===== src/rtl/dds_mux_pkg.sv =====
// Shared types and constants for the round-robin sample-mux scheduler.
package dds_mux_pkg;

  localparam int NUM_REQ = 8;
  localparam int SEL_W   = 3;

  typedef logic [SEL_W-1:0] sel_t;

  typedef enum logic {
    IDLE,
    GRANT
  } sched_state_t;

  function automatic logic [NUM_REQ-1:0] onehot(sel_t s);
    return {{(NUM_REQ-1){1'b0}}, 1'b1} << s;
  endfunction

endpackage


===== src/rtl/rr_priority_pick.sv =====
// Combinational round-robin pick: first set bit of mask searching ptr, ptr+1, ... mod NUM_REQ.
module rr_priority_pick
  import dds_mux_pkg::*;
(
  input  logic [NUM_REQ-1:0] mask,
  input  sel_t               ptr,
  output sel_t               idx,
  output logic               found
);

  // Walk from the farthest offset back to ptr so the closest hit is the one that sticks.
  always_comb begin
    idx   = '0;
    found = 1'b0;
    for (int k = NUM_REQ - 1; k >= 0; k--) begin
      if (mask[sel_t'(ptr + sel_t'(k))]) begin
        idx   = sel_t'(ptr + sel_t'(k));
        found = 1'b1;
      end
    end
  end

endmodule


===== src/rtl/mux_rr_scheduler.sv =====
// Round-robin scheduler driving the 8:1 sample-mux select with burst-limited grants
// and a valid/ready handshake toward the downstream consumer.
module mux_rr_scheduler
  import dds_mux_pkg::*;
#(
  parameter int BURST_LEN = 4,
  parameter int CNT_W     = 4
) (
  input  logic               clk,
  input  logic               rst_n,
  input  logic [NUM_REQ-1:0] req,
  input  logic               out_ready,
  output logic [SEL_W-1:0]   sel,
  output logic [NUM_REQ-1:0] grant,
  output logic               out_valid,
  output logic               busy
);

  localparam logic [CNT_W-1:0] LAST_BEAT = CNT_W'(BURST_LEN - 1);

  sched_state_t       state_q, state_d;
  sel_t               sel_q, sel_d;
  logic [NUM_REQ-1:0] grant_q, grant_d;
  sel_t               ptr_q, ptr_d;
  logic [CNT_W-1:0]   beat_cnt_q, beat_cnt_d;

  logic in_grant;
  logic beat;
  logic release_now;
  sel_t sel_next;
  sel_t pick_ptr;
  sel_t pick_idx;
  logic pick_found;

  assign in_grant    = (state_q == GRANT);
  assign out_valid   = in_grant && req[sel_q];
  assign beat        = out_valid && out_ready;
  // A drained requester releases even under backpressure.
  assign release_now = in_grant && ((beat && (beat_cnt_q == LAST_BEAT)) || !req[sel_q]);
  assign sel_next    = sel_q + 1'b1;
  assign pick_ptr    = in_grant ? sel_next : ptr_q;

  rr_priority_pick u_pick (
    .mask  (req),
    .ptr   (pick_ptr),
    .idx   (pick_idx),
    .found (pick_found)
  );

  always_comb begin
    state_d    = state_q;
    sel_d      = sel_q;
    grant_d    = grant_q;
    ptr_d      = ptr_q;
    beat_cnt_d = beat_cnt_q;
    case (state_q)
      IDLE: begin
        if (pick_found) begin
          sel_d      = pick_idx;
          grant_d    = onehot(pick_idx);
          beat_cnt_d = '0;
          state_d    = GRANT;
        end
      end
      GRANT: begin
        if (release_now) begin
          ptr_d = sel_next;
          if (pick_found) begin
            sel_d      = pick_idx;
            grant_d    = onehot(pick_idx);
            beat_cnt_d = '0;
          end else begin
            grant_d = '0;
            state_d = IDLE;
          end
        end else if (beat) begin
          beat_cnt_d = beat_cnt_q + 1'b1;
        end
      end
      default: state_d = IDLE;
    endcase
  end

  always_ff @(posedge clk) begin
    if (!rst_n) begin
      state_q    <= IDLE;
      sel_q      <= '0;
      grant_q    <= '0;
      ptr_q      <= '0;
      beat_cnt_q <= '0;
    end else begin
      state_q    <= state_d;
      sel_q      <= sel_d;
      grant_q    <= grant_d;
      ptr_q      <= ptr_d;
      beat_cnt_q <= beat_cnt_d;
    end
  end

  assign sel   = sel_q;
  assign grant = grant_q;
  assign busy  = in_grant;

endmodule


===== config.mk =====
export PLATFORM = sky130hd
export DESIGN_NAME = mux_rr_scheduler
export DESIGN_NICKNAME = d
export VERILOG_FILES = /design/src/rtl/dds_mux_pkg.sv /design/src/rtl/rr_priority_pick.sv /design/src/rtl/mux_rr_scheduler.sv
export SDC_FILE = /design/constraint.sdc
export NUM_CORES = 1
export LEC_CHECK = 0
export BUFFER_PORTS_ARGS = -buffer_cell sky130_fd_sc_hd__buf_2
export CAP_MARGIN = 20
export CORE_ASPECT_RATIO = 0.6
export CORE_MARGIN = 2
export CORE_UTILIZATION = 40
export CTS_CLUSTER_DIAMETER = 150
export DETAILED_ROUTE_END_ITERATION = 10
export MAX_ROUTING_LAYER = met4
export PLACE_DENSITY = 0.58
export SYNTH_ARGS = -nofsm -noshare
export SYNTH_HDL_FRONTEND = slang
export SYNTH_SLANG_ARGS = --single-unit

===== constraint.sdc =====
create_clock -name clk -period 3.2 [get_ports clk]
set_input_delay 0.32 -clock clk [delete_from_list [all_inputs] [get_ports clk]]
set_output_delay 0.32 -clock clk [all_outputs]
set_load 0.05 [all_outputs]

==> flow_summary.json <==
{
  "status": "finished, final reports clean",
  "reg2reg_depth": 10,
  "arrival_ps": 3330,
  "maxSlewViolCount": 0,
  "grt_pass1_vias": 1903,
  "syn2layout_area_growth_pct": 21.2,
  "power.leakage_nw": 1.02,
  "cts_made_buffers": 3,
  "hold_buffers": 0,
  "slowest_delay_ps": 380,
  "fin_crit_ps": 3170,
  "yosys_register_bits": 19,
  "holdWs_ps": 340,
  "synth_warnings": 0,
  "initial_core_util_pct": 41.1,
  "drc_errors": 0,
  "rsz0062_at_grt": "yes",
  "drt_iter0_drc": 156,
  "antenna_found_initial": 0,
  "ios": 24,
  "timing.final.ws_setup_ps": 34.2,
  "synth.distinct_cells": 66,
  "path_max_fanout": 6,
  "post-synth-top-count-cell": "nor2_1",
  "grt_pass1_wl_um": 9830,
  "final.period_utilization_pct": 98.9,
  "drt-vias-per-instance": 6.21,
  "critPathLaunch": "sel[1]$_SDFFE_PN0P_",
  "antennaDiodeCount": 0,
  "ys_seq_area_share_pct": 18.4,
  "syn_area_um2": 2070,
  "grt_overflow_total": 0,
  "synth_common_cells": "23 x nor2_1, 19 x dfxtp_1, 19 x nand2_1",
  "worst_setup_path_start_kind": "flip-flop",
  "async_flop_share_pct": 0,
  "relSlewSlack_pct": 54.2,
  "cts.sinks": 19,
  "crit_path_end_kind": "flip-flop",
  "dieArea_um2": 5780,
  "synth_area_leader_cell": "dfxtp_1",
  "final_nets": 291,
  "dr.pass1.iters": 5,
  "reg2reg_to": "grant[3]$_SDFFE_PN0P_",
  "hp-class": "primary input to flip-flop",
  "crit_top_cell": "ha_4",
  "powerDensity_nw_per_um2": 1150,
  "coreArea_um2": 5030,
  "ctsHtreeMaxLevel": 1,
  "hold_viol_final": 0,
  "worstSetupPathType": "flip-flop to flip-flop",
  "ir_drop_mv": 0.472,
  "ant_nets": 0,
  "drive_gt1_share_pct": 33.8,
  "finalSetupViolCount": 0,
  "die_h_um": 59.7,
  "cts_root_buf": "clkbuf_8",
  "fp.dieW_um": 96.8,
  "portBuffers": 23,
  "worst_pin_slew_ps": 683,
  "skew_ps": 3.82,
  "clock_latency_ps": 260,
  "drt-wirelength-per-cell_um": 17.6,
  "grtUsageTotal_pct": 22.1,
  "syn_inst": 235,
  "drt_wl_total_um": 6000,
  "row_count": 20,
  "synthTopCellsByArea": "dfxtp_1 18%, mux4_2 8.7%, mux2i_1 5.8%",
  "dp_hpwl_um": 4790,
  "critPathSlowestCell": "a222oi_1",
  "syn_avg_cell_area_um2": 8.80,
  "cp.required_ps": 3370,
  "syn_nets": 250,
  "fmax_ghz": 0.316,
  "grt_max_degree": 12,
  "crit_path_end": "grant[3]$_SDFFE_PN0P_",
  "cts_tree": "yes",
  "regToRegSetupSlack_ps": 30,
  "rr_startpoint": "sel[1]$_SDFFE_PN0P_",
  "path_cells": "ha_4, mux2_4, ha_4, mux4_2, a222oi_1, o311ai_2, a22oi_1, a21oi_2, or3_4, o41ai_2",
  "ys.flop_type": "dfxtp_1",
  "post-place-ws_ps": 122,
  "clk_pin_slew_ps": 70,
  "gp_congestion": 0.954,
  "clock_path_buffers": 2,
  "synth_edf_count": 0,
  "synth_top_cell_area_share_pct": 18.4,
  "vias": 2118,
  "maxCapViolations": 0
}
area by class of cell:
cell class              count  area, um^2
fillers                   480        2520
multi-input cells         201        1690
flip-flops and latches     19         392
repair buffers             44         273
well taps                  66        82.6
clock buffers               3        41.3
inverters                   7        26.3
clock inverters             1        5.00
critical path, delay by kind of cell (launching register included):
family | cells | cell delay, ps
compound gates | 5 | 1150
fa+ha+maj | 2 | 560
flops | 1 | 370
simple gates | 1 | 360
mux | 2 | 630
registers in the layout (all words and copies together) (netlist names):
signal	cells
beat_cnt_q	4
ptr_q	3
busy	1
sel	3
grant	8
cell families (layout without fill, tap and decap cells):
group | Yosys count | after routing | share of synthesized area, %
and+or+nand+nor | 88 | 88 | 23.2
AOI/OAI and AO/OA | 78 | 78 | 29.2
muxes | 25 | 25 | 19.4
xor gates and xnor gates | 6 | 6 | 3.27
buffers and inverters | 15 | 55 | 4.12
adders and majority gates | 4 | 4 | 2.42
DFF | 19 | 19 | 18.4
layout by cell type (no fill, tap or decap), drive strengths merged, types with 2 or more instances in the layout:
| cell | instances |
|---|---|
| buf | 44 |
| nor2 | 24 |
| nand2 | 19 |
| dfxtp | 19 |
| o21ai | 18 |
| a21oi | 16 |
| mux2i | 13 |
| nand3 | 11 |
| mux4 | 10 |
| and3 | 7 |
| a21o | 6 |
| inv | 6 |
| a32o | 5 |
| and2 | 5 |
| xnor2 | 5 |
| o21a | 4 |
| nand2b | 4 |
| ha | 4 |
| nand3b | 3 |
| a211o | 3 |
| a32oi | 3 |
| a22oi | 3 |
| clkbuf | 3 |
| nor3 | 3 |
| or2 | 3 |
| a2111oi | 3 |
| nor4b | 2 |
| mux2 | 2 |
| o221ai | 2 |
| o31ai | 2 |
| clkinv | 2 |
metal layers:
layer / GRT usage [%] / up-vias / part of all wire [%]
li1: - / 995 / -
met1: 33.4 / 1016 / 51
met2: 29.6 / 102 / 39
met3: 5.50 / 5 / 9.2
met4: 3.62 / 0 / 0.57
met5: - / - / 0
timing repair:
item / 4_1_cts / 5_1_grt
endpoints found under the setup margin: 0 / 8
resized for setup: 0 / 12
buffers inserted: 0 / 5
power by group:
group | leakage (nW) | switching [W] | internal [W]
Combinational | 0.837 | 0.00135 | 0.00100
Clock | 0.0255 | 0.0000835 | 0.0000868
Sequential | 0.157 | 0.0000559 | 0.000304
metrics by stage:
stage	utilization (%)	setup TNS [ps]	instances	cell area, um^2	total power, W
after floorplan	-	-12.6	235	2140	0.00206
after global placement	47.3	0	332	2380	0.00255
after detailed placement	47.3	0	332	2380	0.00253
after CTS	48.3	0	336	2430	0.00271
after global routing	49.8	-194	341	2500	0.00308
final	49.8	0	341	2500	0.00288
worst min-delay path by stage:
stage,slack [ps],to,from,cells past startpoint
4_1_cts,340,beat_cnt_q[3]$_SDFFE_PN0P_,rst_n,2
6_report,340,beat_cnt_q[3]$_SDFFE_PN0P_,rst_n,2
2_1_floorplan,440,ptr_q[2]$_SDFFE_PN0P_,ptr_q[2]$_SDFFE_PN0P_,2
3_5_place_dp,440,grant[6]$_SDFFE_PN0P_,grant[6]$_SDFFE_PN0P_,2
5_1_grt,350,beat_cnt_q[3]$_SDFFE_PN0P_,rst_n,2
3_3_place_gp,440,grant[6]$_SDFFE_PN0P_,grant[6]$_SDFFE_PN0P_,2
Power figures use the tool's default switching activity.
